## src/rtl/sseg_pkg.sv

```systemverilog
// Shared types and constants for the multiplexed seven-segment driver.
// Segment values here are active-high; polarity is applied only at the output pins.
package sseg_pkg;

  localparam logic [7:0] SEG_OFF = 8'h00;

  // gfedcba patterns for hex digits 0..F
  localparam logic [6:0] HEX_SEG [16] = '{
    7'h3F, 7'h06, 7'h5B, 7'h4F, 7'h66, 7'h6D, 7'h7D, 7'h07,
    7'h7F, 7'h6F, 7'h77, 7'h7C, 7'h39, 7'h5E, 7'h79, 7'h71
  };

  typedef struct packed {
    logic       dp;
    logic [3:0] value;
  } digit_t;

endpackage

```

## src/rtl/hex_to_sseg.sv

```systemverilog
// Combinational hex nibble to active-high gfedcba segment decode.
module hex_to_sseg
  import sseg_pkg::*;
(
  input  logic [3:0] value,
  output logic [6:0] seg
);

  assign seg = HEX_SEG[value];

endmodule

```

## src/rtl/sseg_mux_n.sv

```systemverilog
// N-digit multiplexed seven-segment driver: digit register file, hex decode,
// blanking, leading-zero suppression and a dead time at the start of every slot.
module sseg_mux_n
  import sseg_pkg::*;
#(
  parameter int N_DIGITS       = 4,
  parameter int REFRESH_BITS   = 18,
  parameter int DEAD_CYCLES    = 16,
  parameter int AN_ACTIVE_LOW  = 1,
  parameter int SEG_ACTIVE_LOW = 1
) (
  input  logic                                              clk,
  input  logic                                              reset,
  input  logic                                              wr_en,
  input  logic [((N_DIGITS > 2) ? $clog2(N_DIGITS) : 1)-1:0] wr_addr,
  input  logic [3:0]                                        wr_data,
  input  logic                                              wr_dp,
  input  logic [N_DIGITS-1:0]                               blank,
  input  logic                                              lz_en,
  output logic [N_DIGITS-1:0]                               an,
  output logic [7:0]                                        sseg
);

  localparam int IDX_W = (N_DIGITS > 2) ? $clog2(N_DIGITS) : 1;
  localparam logic [N_DIGITS-1:0] AN_OFF = (AN_ACTIVE_LOW != 0) ? '1 : '0;
  localparam logic [7:0] SSEG_OFF_PIN = (SEG_ACTIVE_LOW != 0) ? ~SEG_OFF : SEG_OFF;

  logic [REFRESH_BITS-1:0] tmr_reg;
  logic [IDX_W-1:0]        idx_reg;
  digit_t                  entry_reg [N_DIGITS];
  logic [N_DIGITS-1:0]     an_reg, an_next;
  logic [7:0]              sseg_reg, sseg_next;

  logic [N_DIGITS-1:0]     nonzero;
  digit_t                  cur_entry;
  logic [6:0]              cur_seg;
  logic                    dead;
  logic                    suppress;
  logic [N_DIGITS-1:0]     an_int;
  logic [7:0]              seg_int;

  always_ff @(posedge clk) begin
    if (reset) begin
      tmr_reg <= '0;
      idx_reg <= '0;
    end else begin
      tmr_reg <= tmr_reg + 1'b1;
      if (&tmr_reg) begin
        idx_reg <= (idx_reg == IDX_W'(N_DIGITS - 1)) ? '0 : idx_reg + 1'b1;
      end
    end
  end

  // Addresses beyond N_DIGITS-1 never match any entry, so they are dropped.
  always_ff @(posedge clk) begin
    for (int i = 0; i < N_DIGITS; i++) begin
      if (reset) begin
        entry_reg[i] <= '0;
      end else if (wr_en && (wr_addr == IDX_W'(i))) begin
        entry_reg[i] <= '{dp: wr_dp, value: wr_data};
      end
    end
  end

  genvar gi;
  generate
    for (gi = 0; gi < N_DIGITS; gi++) begin : g_nz
      assign nonzero[gi] = |entry_reg[gi].value;
    end
  endgenerate

  assign cur_entry = entry_reg[idx_reg];

  hex_to_sseg u_dec (
    .value (cur_entry.value),
    .seg   (cur_seg)
  );

  always_comb begin
    dead     = tmr_reg < REFRESH_BITS'(DEAD_CYCLES);
    // Shifting the nonzero flags down by idx leaves only digits at or above idx.
    suppress = lz_en && (idx_reg != '0) && !(|(nonzero >> idx_reg));
    an_int   = '0;
    seg_int  = SEG_OFF;
    if (!dead) begin
      an_int = N_DIGITS'(1) << idx_reg;
      if (!blank[idx_reg] && !suppress) begin
        seg_int = {cur_entry.dp, cur_seg};
      end
    end
    an_next   = (AN_ACTIVE_LOW != 0) ? ~an_int : an_int;
    sseg_next = (SEG_ACTIVE_LOW != 0) ? ~seg_int : seg_int;
  end

  always_ff @(posedge clk) begin
    if (reset) begin
      an_reg   <= AN_OFF;
      sseg_reg <= SSEG_OFF_PIN;
    end else begin
      an_reg   <= an_next;
      sseg_reg <= sseg_next;
    end
  end

  assign an   = an_reg;
  assign sseg = sseg_reg;

endmodule

```

## config.mk

```make
export PLATFORM = sky130hd
export DESIGN_NAME = sseg_mux_n
export DESIGN_NICKNAME = d
export VERILOG_FILES = /design/src/rtl/sseg_pkg.sv /design/src/rtl/hex_to_sseg.sv /design/src/rtl/sseg_mux_n.sv
export SDC_FILE = /design/constraint.sdc
export NUM_CORES = 1
export LEC_CHECK = 0
export BUFFER_PORTS_ARGS = -buffer_cell sky130_fd_sc_hd__buf_4
export CORE_MARGIN = 2
export CORE_UTILIZATION = 35
export DETAILED_ROUTE_END_ITERATION = 7
export MAX_ROUTING_LAYER = met4
export SLEW_MARGIN = 20
export SYNTH_ARGS = -nofsm -noshare
export SYNTH_HDL_FRONTEND = slang
export SYNTH_SLANG_ARGS = --single-unit
```

## constraint.sdc

```tcl
create_clock -name clk -period 2 [get_ports clk]
set_input_delay 0.2 -clock clk [delete_from_list [all_inputs] [get_ports clk]]
set_output_delay 0.2 -clock clk [all_outputs]
set_load 0.1 [all_outputs]
```

Yosys cells after proc, flatten, opt, wreduce, memory -nomap -nowiden:

Memories as Yosys holds them, arrays and structs flattened. A register that Yosys moved wholly into a read port is not among the register bits.
Index checks and enable logic that the tools add are counted.
Widths: inputs -> output; s select.

* memories: 2
* memory bits (writable): 20
* word-level logic and storage cells: 70
* register bits after elaboration: 32
* bits of input ports: 15
* output and inout port bits: 12
* ROM bits: 112
* bits in latches: 0

Memories
* (no name shown): words 16, width 7, rd ports 1, clocked after memory_dff 0, write ports 0, RTL line hex_to_sseg.sv:9 `assign seg = HEX_SEG[value];`
* entry_reg: words 4, width 5, rd ports 5, clocked after memory_dff 1, write ports 4, RTL line sseg_mux_n.sv:30 `digit_t entry_reg [N_DIGITS];`

* equal/unequal tests: 4
* shift-type cells: 2
* $mul: 0
* div/mod/pow operators: 0
* muxes and demuxes: 28
* $lt $le $gt $ge: 3
* bitwise logic cells: 7
* reductions and logical operators: 18
* add/sub/neg operators: 2

Operators with widths (count)
* $mux 5: 4
* $reduce_or 4->1: 5
* $add 18x1->18 const B: 1
* $lt 18x5->1 const B: 1
* $reduce_and 18->1: 1
* $mux 8: 2
* $mux 1: 15
* $mux 7: 2
* $not 8->8: 1
* $logic_and 1x1->1: 7
* $eq 2x2->1 const B: 3
* $mux 2: 3
* $ge 5x5->1 const B: 1
* $not 4->5: 1
* $mux 4: 1
* $not 4->4: 1
* $or 1x1->1: 4
* $shl 1x2->4 const A: 1
* $shr 4x2->4: 1
* $logic_not 1->1: 3
* $lt 2x3->1 const B: 1
* $add 2x1->2 const B: 1
* $bmux 1 s2: 1
* $eq 2x1->1 const B: 1
* 2 further kinds: 2

Longest topological paths before layout:

Gate-level depths: netlist (run 1).

* depth in word-level cells: 10
* mapped depth: 8
* gate-level depth less buffers: 7

Cells and area by module:

From an unflattened synthesis (run 1), not the netlist that was laid out.

* cell total of the unflattened synthesis: 237
* area total of the unflattened synthesis: 2638.8 um^2

Modules (own cells, without submodules)
* sseg_mux_n: cells each 204, sequential area each 1281.2 um^2, instances 1, area each 2351.0 um^2
* hex_to_sseg: cells each 33, sequential area each 0.0 um^2, instances 1, area each 287.8 um^2

Least setup slack after synthesis (run 1):

OpenSTA, ideal clock, no wires.

* kind: register to register
* from: reg (tool-made name)
* to: reg sseg_reg[2], in the netlist sseg[2]
* setup slack: 252 ps
* arrival time: 1615 ps
* stages on the path, launching flop included: 8
* period minus slack after synthesis: 1748 ps
* required time: 1867 ps
* path buffers: 1
* setup time: 133 ps
* cells stage by stage: dfxtp_1 buf_2 mux4_2 inv_1 ha_1 inv_1 a22oi_1 nand2_1

RTL lines
* end signal: assignment: RTL line sseg_mux_n.sv:101 `sseg_reg <= sseg_next;`
* end: declaration: RTL line sseg_mux_n.sv:32 `logic [7:0] sseg_reg, sseg_next;`

==> impl_metrics.env, run 1 <==
export IMPL_status="finished, final reports clean"
export IMPL_clock_latency_ns=0.31
export IMPL_drcViolationCount=0
export IMPL_yosysUniqueCellTypes=35
export IMPL_drive_above_1_share_pct=19.5
export IMPL_synth_nets=255
export IMPL_die_h_um=87.7
export IMPL_fin_cells=357
export IMPL_rsz0062_at_grt="false"
export IMPL_crit_family="multiplexers"
export IMPL_port_buffers=26
export IMPL_diodes=0
export IMPL_max_cap_violations=0
export IMPL_pwr_share_seq_pct=57.6
export IMPL_setup_violations=0
export IMPL_worstPathArrival_ns=2.04
export IMPL_critPathLaunchType="flip-flop"
export IMPL_cts_resized=0
export IMPL_rows=30
export IMPL_place_congestion=0.903
export IMPL_final_common_cell="dfxtp_1"
export IMPL_fmax_mhz=555
export IMPL_coreArea_um2=6790
export IMPL_dp_cells=349
export IMPL_routed_via_density=4.67
export IMPL_fillers=652
export IMPL_fin_crit_ns=1.80
export IMPL_tightest_slew_ns=0.497
export IMPL_skew_ns=0.00845
export IMPL_nets=286
export IMPL_maxSlewHeadroom_pct=66.6
export IMPL_clockBufferDepth=2
export IMPL_end_kind="flip-flop"
export IMPL_dpl_hpwl_um=3240
export IMPL_setup_tns_ns=0
export IMPL_hold_viol_final=0
export IMPL_clk_pin_slew_ns=0.10
export IMPL_seq_area_frac_synth_pct=52.2
export IMPL_ios=27
export IMPL_seq_area_um2=1280
export IMPL_comb_power_share_pct=6.5
export IMPL_drv_slew=0
export IMPL_largest_reg_flops=20
export IMPL_drt_iter0_drc=66
export IMPL_p_clk_share_pct=35.8
export IMPL_cts_tree="yes"
export IMPL_layout_area_overhead_vs_synth_pct=17.8
export IMPL_leakagePower_nw=1.03
export IMPL_cts_buffers=5
export IMPL_p_int_w=0.00162
export IMPL_root_buffer="clkbuf_8"
export IMPL_dr_total_vias=1666
export IMPL_hold_buffers=0
export IMPL_swShare_pct=22.3
export IMPL_dr_pass1_iters=4
export IMPL_grt_pass1_vias=1490
export IMPL_antenna_found_initial=0
export IMPL_multiInputGateArea_um2=1110
export IMPL_holdWs_ns=0.183
export IMPL_ys_ff_latch=54
export IMPL_grt_usage_pct=12.6
export IMPL_dieArea_um2=7700
export IMPL_cp_max_fo=5
export IMPL_ir_worst_vdd_v=0.000315
export IMPL_syn_cell_area_um2=2450
export IMPL_final_cell_mix="dfxtp_1 (34), buf_4 (30), nor2_1 (22)"
export IMPL_wl_per_cell_um=12.0
export IMPL_htree_num_levels=2
export IMPL_dieWidth_um=87.7
export IMPL_worst_setup_path_type="reg2reg"
export IMPL_path_buf_inv=1
export IMPL_synth_warnings=0
export IMPL_slowest_stage="mux4_2"
export IMPL_fin_crit_sh_pct=90.1
export IMPL_post_cts_buffers=0
export IMPL_start_util_pct=36.1
export IMPL_ant_nets=0
export IMPL_p_per_area_nw_per_um2=719
export IMPL_slowest_delay_ns=0.58
export IMPL_switchingPower_w=0.000463
export IMPL_syn_inst=229
export IMPL_grt_overflow=0
export IMPL_cts_sinks=54
export IMPL_hold_class="in2reg"
export IMPL_grt_first_pass_wirelength_um=7170
export IMPL_crit_chain="mux4_2, inv_1, ha_1, nand2_1, o21ai_0, o211ai_1"
export IMPL_worstPathRequired_ns=2.24
export IMPL_syn_area_per_cell_um2=10.7
export IMPL_grt_max_degree=27
export IMPL_wl_um=4280
-- cell type report --
class | count | area share [%]
well taps | 96 | 4.16
multi-input cells | 159 | 38.4
clock buffers | 5 | 2.38
inverters | 10 | 1.30
flip-flops and latches | 54 | 44.3
repair buffers | 30 | 7.79
clock inverters | 3 | 1.65
-- routing by layer --
layer / GRT usage (%) / wire length, um / vias to the layer above
met4: 5.45 / 89 / 0
li1: - / - / 865
met2: 19.0 / 1870 / 43
met3: 2.83 / 165 / 7
met5: - / 0 / -
met1: 16.2 / 2160 / 751
-- kinds of logic after synthesis --
family / count (synthesis) / synth area share, %
buffers and inverters: 16 / 2.55
multiplexers: 9 / 6.73
flip-flops: 54 / 52.2
AO/OA/AOI/OAI: 23 / 6.32
AND/OR/NAND/NOR: 103 / 21.9
adder cells (fa/ha/maj): 11 / 5.61
XOR/XNOR: 13 / 4.64
-- path summary, 6_finish.rpt --
path,start,to,cells past startpoint,slack [ns]
setup / recovery,flip-flop,sseg[3]$_SDFF_PP1_,6,0.20
hold / removal,wr_data[0],entry_reg[2][0]$_SDFFCE_PN0P_,2,0.18
setup reg to reg,flip-flop,sseg[3]$_SDFF_PP1_,6,0.20
hold reg to reg,tmr_reg[0]$_SDFF_PP0_,tmr_reg[0]$_SDFF_PP0_,1,0.48
-- cell usage after synthesis, drive strengths merged --
library cell,n,area share [%]
nand3,9,1.8
or3,4,1.0
mux2i,3,1.2
inv,10,1.5
a211oi,1,0.31
nor2,22,3.4
edfxtp,20,24
nor4,9,2.3
and4,1,0.36
nor3b,1,0.51
a22oi,1,0.31
mux4,6,5.5
nand4,2,0.51
clkbuf,4,0.61
nand3b,1,0.31
nor2b,2,0.51
nand2,19,3.0
o21ai,5,1.0
or2,1,0.26
a41oi,1,0.36
xor2,7,2.5
nor3,6,1.2
nor4b,1,0.36
and2,21,5.4
xnor2,6,2.1
buf,2,0.41
ha,11,5.6
and3,1,0.26
o211ai,5,1.5
a31o,4,1.4
dfxtp,34,28
nand2b,3,0.76
a21oi,6,1.4
-- metrics by stage --
step	instance area, um2	utilization [%]	worst slack (ns)	total power [W]
2_1_floorplan	2450	-	0.252	0.00130
3_3_place_gp	2770	40.8	0.242	0.00136
3_5_place_dp	2770	40.8	0.215	0.00136
4_1_cts	2890	42.5	0.199	0.00210
5_1_grt	2890	42.5	0.0210	0.00217
6_report	2890	42.5	0.199	0.00208
-- power by group through the flow --
stage                      logic, W  clock network, W  registers (W)
final                      0.000136          0.000745        0.00120
after global placement     0.000136                 0        0.00122
after global routing       0.000155          0.000808        0.00120
after CTS                  0.000137          0.000768        0.00120
after detailed placement   0.000136                 0        0.00122
after floorplan           0.0000908                 0        0.00121
Power figures use the tool's default switching activity.
==> run 2, diff against run 1 <==
- CAP_MARGIN: not set -> 20
- CORE_ASPECT_RATIO: not set -> 0.5
- clock period: 2 -> 1.8 ns (I/O delays scaled with it)
==> run 2 against run 1 <==
Effect of this change: power grew 17%; final area up 6.0%; via count is 6.8% higher; core utilization increased by 3.0 points; combinational power grew 28%; maximum frequency rose by 4.7%; register-to-register slack got worse by 0.12 ns; sequential power increased by 12%; count of clock-buffer cells in the layout up 2.
==> impl_metrics.env, run 2 (synthesis results as in run 1) <==
export IMPL_status="finished, final reports clean"
export IMPL_worstPathRequired_ns=1.97
export IMPL_setup_violations=0
export IMPL_grt_max_degree=27
export IMPL_layout_area_overhead_vs_synth_pct=24.9
export IMPL_dr_pass1_iters=4
export IMPL_htree_num_levels=2
export IMPL_grt_overflow=0
export IMPL_antenna_found_initial=0
export IMPL_grt_pass1_vias=1697
export IMPL_pwr_share_seq_pct=54.8
export IMPL_rows=21
export IMPL_coreArea_um2=6730
export IMPL_comb_power_share_pct=7.1
export IMPL_final_cell_mix="buf_4 (41), dfxtp_1 (32), nor2_1 (22)"
export IMPL_dr_total_vias=1779
export IMPL_placed_cell_area_um2=2840
export IMPL_max_cap_violations=0
export IMPL_nets=298
export IMPL_swShare_pct=21.8
export IMPL_grt_usage_pct=13.2
export IMPL_reg2reg_depth=6
export IMPL_clock_latency_ns=0.29
export IMPL_fillers=673
export IMPL_ios=27
export IMPL_fin_crit_sh_pct=95.6
export IMPL_skew_ns=0.00466
export IMPL_diodes=0
export IMPL_cts_buffers=5
export IMPL_end_kind="flip-flop"
export IMPL_final_common_cell="buf_4"
export IMPL_p_clk_share_pct=38.1
export IMPL_hold_start="wr_data[2]"
export IMPL_switchingPower_w=0.000531
export IMPL_rrSetupSlack_ns=0.08
export IMPL_seq_area_um2=1280
export IMPL_largest_reg_flops=20
export IMPL_dpl_hpwl_um=3480
export IMPL_r2r_start="entry_reg[2][0]$_SDFFCE_PN0P_"
export IMPL_hold_depth=2
export IMPL_drt_iter0_drc=100
export IMPL_final_util_pct=45.6
export IMPL_cts_tree="yes"
export IMPL_clk_pin_slew_ns=0.07
export IMPL_tightest_slew_ns=0.522
export IMPL_worstPathArrival_ns=1.89
export IMPL_critPathLaunchType="flip-flop"
export IMPL_root_buffer="clkbuf_16"
export IMPL_fmax_mhz=581
export IMPL_worst_setup_path_type="reg2reg"
export IMPL_design_area_um2=3060
export IMPL_start_util_pct=36.5
export IMPL_hold_class="in2reg"
export IMPL_fin_crit_ns=1.72
export IMPL_grt_first_pass_wirelength_um=7790
export IMPL_r2r_end="sseg[0]$_SDFF_PP1_"
export IMPL_port_buffers=26
export IMPL_cts_sinks=54
export IMPL_holdPathEnd="entry_reg[1][2]$_SDFFCE_PN0P_"
export IMPL_wl_um=4780
export IMPL_dieArea_um2=7740
export IMPL_drcViolationCount=0
export IMPL_drive_above_1_share_pct=26.0
export IMPL_multiInputGateArea_um2=1180
export IMPL_dieWidth_um=122
export IMPL_rsz0062_at_grt="true"
export IMPL_ir_worst_vdd_v=0.000384
export IMPL_hold_viol_final=0
export IMPL_drv_slew=0
export IMPL_p_per_area_nw_per_um2=796
export IMPL_routed_via_density=4.87
export IMPL_die_h_um=63.2
export IMPL_wl_per_cell_um=13.1
export IMPL_place_congestion=0.822
export IMPL_p_int_w=0.00191
export IMPL_clockBufferDepth=2
export IMPL_leakagePower_nw=1.11
export IMPL_ant_nets=0
export IMPL_cp_max_fo=4
export IMPL_maxSlewHeadroom_pct=65.0
[run 2: how the worst max path moves through the flow]
stage	from	to	slack [ns]
CTS	flip-flop	sseg[3]$_SDFF_PP1_	0.02
finish	entry_reg[2][0]$_SDFFCE_PN0P_	sseg[0]$_SDFF_PP1_	0.08
detailed placement	flip-flop	sseg[3]$_SDFF_PP1_	-0.03
floorplan	flip-flop	sseg[2]$_SDFF_PP1_	0.05
global placement	flip-flop	sseg[3]$_SDFF_PP1_	0.06
global route	entry_reg[2][0]$_SDFFCE_PN0P_	sseg[0]$_SDFF_PP1_	-0.002
[run 2: what timing repair did]
item / CTS / global route
cloned: 0 / 1
gates resized for setup: 1 / 13
hold buffers: 0 / 0
hold endpoints to repair: 0 / 0
setup endpoints to repair: 3 / 15
buffers inserted: 0 / 2
[run 2: critical path, cell delays in order (launching register included)]
cell      delay (ns)
edfxtp_1        0.42
mux4_2          0.55
ha_2            0.23
mux2i_1         0.13
nor2_1          0.06
a21oi_1         0.12
nand3_1         0.09
[run 2: final cells by class]
type	count	area share [%]
Tap cell	92	3.76
Inverter	10	1.31
Timing Repair Buffer	41	10.0
Clock buffer	7	4.33
Multi-Input combinational cell	160	38.4
Sequential cell	54	41.9
Clock inverter	1	0.245
[run 2: routing by layer]
| metal | vias up | track usage (%) | share of wire (%) |
|---|---|---|---|
| met5 | - | - | 0 |
| met4 | 0 | 3.45 | 0.90 |
| met3 | 7 | 3.62 | 3.2 |
| met2 | 29 | 21.1 | 46 |
| met1 | 842 | 16.7 | 50 |
| li1 | 901 | - | - |
[run 2: power groups by stage]
stage	Sequential (W)	Combinational, W	Clock (W)
5_1_grt	0.00134	0.000196	0.00100
4_1_cts	0.00133	0.000163	0.000952
6_report	0.00134	0.000174	0.000929
3_3_place_gp	0.00136	0.000158	0
2_1_floorplan	0.00135	0.000101	0
3_5_place_dp	0.00136	0.000163	0
[run 2: stage by stage]
| stage | cells | TNS (ns) | setup WS (ns) | total power, W | hold WS (ns) |
|---|---|---|---|---|---|
| 3_5_place_dp | 354 | -0.0632 | -0.0334 | 0.00152 | 0.487 |
| 2_1_floorplan | 229 | 0 | 0.0517 | 0.00145 | 0.378 |
| 3_3_place_gp | 354 | 0 | 0.0572 | 0.00152 | 0.492 |
| 4_1_cts | 362 | 0 | 0.0222 | 0.00245 | 0.190 |
| 6_report | 365 | 0 | 0.0799 | 0.00244 | 0.190 |
| 5_1_grt | 365 | -0.00222 | -0.00222 | 0.00253 | 0.193 |
==> run 3, diff against run 2 <==
- CORE_MARGIN: 2 -> 3
==> run 3 against run 2 <==
Effect of this change: count of clock-buffer cells in the layout is 1 lower; non-clock buffer count grew 1; critical path type unchanged; hold slack got worse by 0.016 ns; maximum frequency decreased by 1.5%.
==> impl_metrics.env, run 3 (synthesis results as in run 1) <==
export IMPL_setup_violations=0
export IMPL_cts_buffers=5
export IMPL_dpl_hpwl_um=3500
export IMPL_status="finished, final reports clean"
export IMPL_wl_per_cell_um=13.2
export IMPL_coreArea_um2=6410
export IMPL_fin_crit_sh_pct=97.0
export IMPL_tightest_slew_ns=0.518
export IMPL_nets=298
export IMPL_cts_sinks=54
export IMPL_port_buffers=26
export IMPL_clock_latency_ns=0.28
export IMPL_final_common_cell="buf_4"
export IMPL_routed_via_density=4.90
export IMPL_drv_slew=0
export IMPL_hold_viol_final=0
export IMPL_drive_above_1_share_pct=27.1
export IMPL_antenna_found_initial=0
export IMPL_seq_area_um2=1290
export IMPL_ir_worst_vdd_v=0.000363
export IMPL_grt_first_pass_wirelength_um=8200
export IMPL_rrSetupSlack_ns=0.05
export IMPL_design_area_um2=3050
export IMPL_htree_num_levels=2
export IMPL_dieWidth_um=124
export IMPL_largest_reg_flops=20
export IMPL_die_h_um=65.2
export IMPL_skew_ns=0.00382
export IMPL_ios=27
export IMPL_cp_max_fo=5
export IMPL_place_congestion=0.831
export IMPL_drt_iter0_drc=141
export IMPL_worstPathRequired_ns=1.95
export IMPL_dr_total_vias=1768
export IMPL_grt_usage_pct=12.8
export IMPL_met2_length_um=2210
export IMPL_diodes=0
export IMPL_start_util_pct=38.3
export IMPL_wl_met3_um=163
export IMPL_fin_crit_ns=1.75
export IMPL_critPathLaunchType="flip-flop"
export IMPL_reg2reg_depth=6
export IMPL_fmax_mhz=573
export IMPL_drcViolationCount=0
export IMPL_p_per_area_nw_per_um2=796
export IMPL_cts_tree="yes"
export IMPL_max_cap_violations=0
export IMPL_ant_nets=0
export IMPL_rsz0062_at_grt="true"
export IMPL_leakagePower_nw=1.11
export IMPL_end_kind="flip-flop"
export IMPL_clk_pin_slew_ns=0.07
export IMPL_fillers=609
export IMPL_placed_cell_area_um2=2840
export IMPL_hold_depth=3
export IMPL_wl_um=4780
export IMPL_hold_class="in2reg"
export IMPL_grt_pass1_vias=1723
export IMPL_grt_overflow=0
export IMPL_multiInputGateArea_um2=1160
export IMPL_dieArea_um2=8110
export IMPL_root_buffer="clkbuf_16"
export IMPL_dr_pass1_iters=4
export IMPL_maxSlewHeadroom_pct=65.2
export IMPL_total_power_w=0.00243
export IMPL_final_cell_mix="buf_4 (42), dfxtp_1 (32), nor2_1 (22)"
export IMPL_setup_tns_ns=0
export IMPL_route_layer_met1_wl_um=2340
export IMPL_grt_max_degree=26
export IMPL_worst_setup_path_type="reg2reg"
export IMPL_top_layer="met4"
export IMPL_rows=20
export IMPL_layout_area_overhead_vs_synth_pct=24.2
export IMPL_clockBufferDepth=2
export IMPL_worstPathArrival_ns=1.90
## run 3: changes by cell type in the layout (fill, tap and decap cells not counted), sizes merged
cell and change:
clkbuf -1, clkinvlp -1, clkinv +2, mux4 -1
buf +1
## run 3: path summary, 6_finish.rpt
check	endpoint	startpoint
max	sseg[0]$_SDFF_PP1_	entry_reg[2][0]$_SDFFCE_PN0P_
min	an[2]$_SDFF_PP1_	reset
max reg2reg	sseg[0]$_SDFF_PP1_	entry_reg[2][0]$_SDFFCE_PN0P_
min reg2reg	tmr_reg[0]$_SDFF_PP0_	tmr_reg[0]$_SDFF_PP0_
## run 3: metrics by stage
step	std cells	hold WS, ns	setup slack (ns)	util (%)
after floorplan	229	0.378	0.0517	-
after global placement	351	0.443	0.0178	44.3
after detailed placement	351	0.452	-0.0523	44.3
after CTS	359	0.168	0.00709	46.6
after global routing	361	0.190	-0.0483	47.6
final	361	0.174	0.0537	47.6
## run 3: layout make-up
class                      count  share of cell area, %
timing repair buffer          42                   10.3
tap                           88                   3.61
multi-input combinational    159                   38.1
clock buffer                   6                   4.23
sequential                    54                   42.2
clock inverter                 2                  0.328
inverter                      10                   1.23
## run 3: worst max-delay path, cell delays in order (launching register included)
cell,delay (ns)
edfxtp_1,0.42
mux4_2,0.54
ha_2,0.24
mux2i_1,0.15
nor2_1,0.06
a21oi_1,0.12
nand3_1,0.09
## run 3: timing repair
item | in CTS | in global routing
cloned | 0 | 0
pin swaps | 0 | 2
hold buffers | 0 | 0
endpoints found under the setup margin | 5 | 14
setup buffers | 0 | 2
resized for setup | 2 | 14
## run 3: per-layer routing
layer | GRT usage [%] | vias up
li1 | - | 893
met1 | 16.7 | 830
met2 | 20.0 | 37
met3 | 3.33 | 8
met4 | 3.69 | 0
met5 | - | -
## run 3: power by group
group / switching, W / internal [W] / total (W) / leakage, nW
registers: 0.0000264 / 0.00131 / 0.00133 / 0.473
clock network: 0.000413 / 0.000512 / 0.000925 / 0.0706
logic: 0.0000894 / 0.0000795 / 0.000169 / 0.569
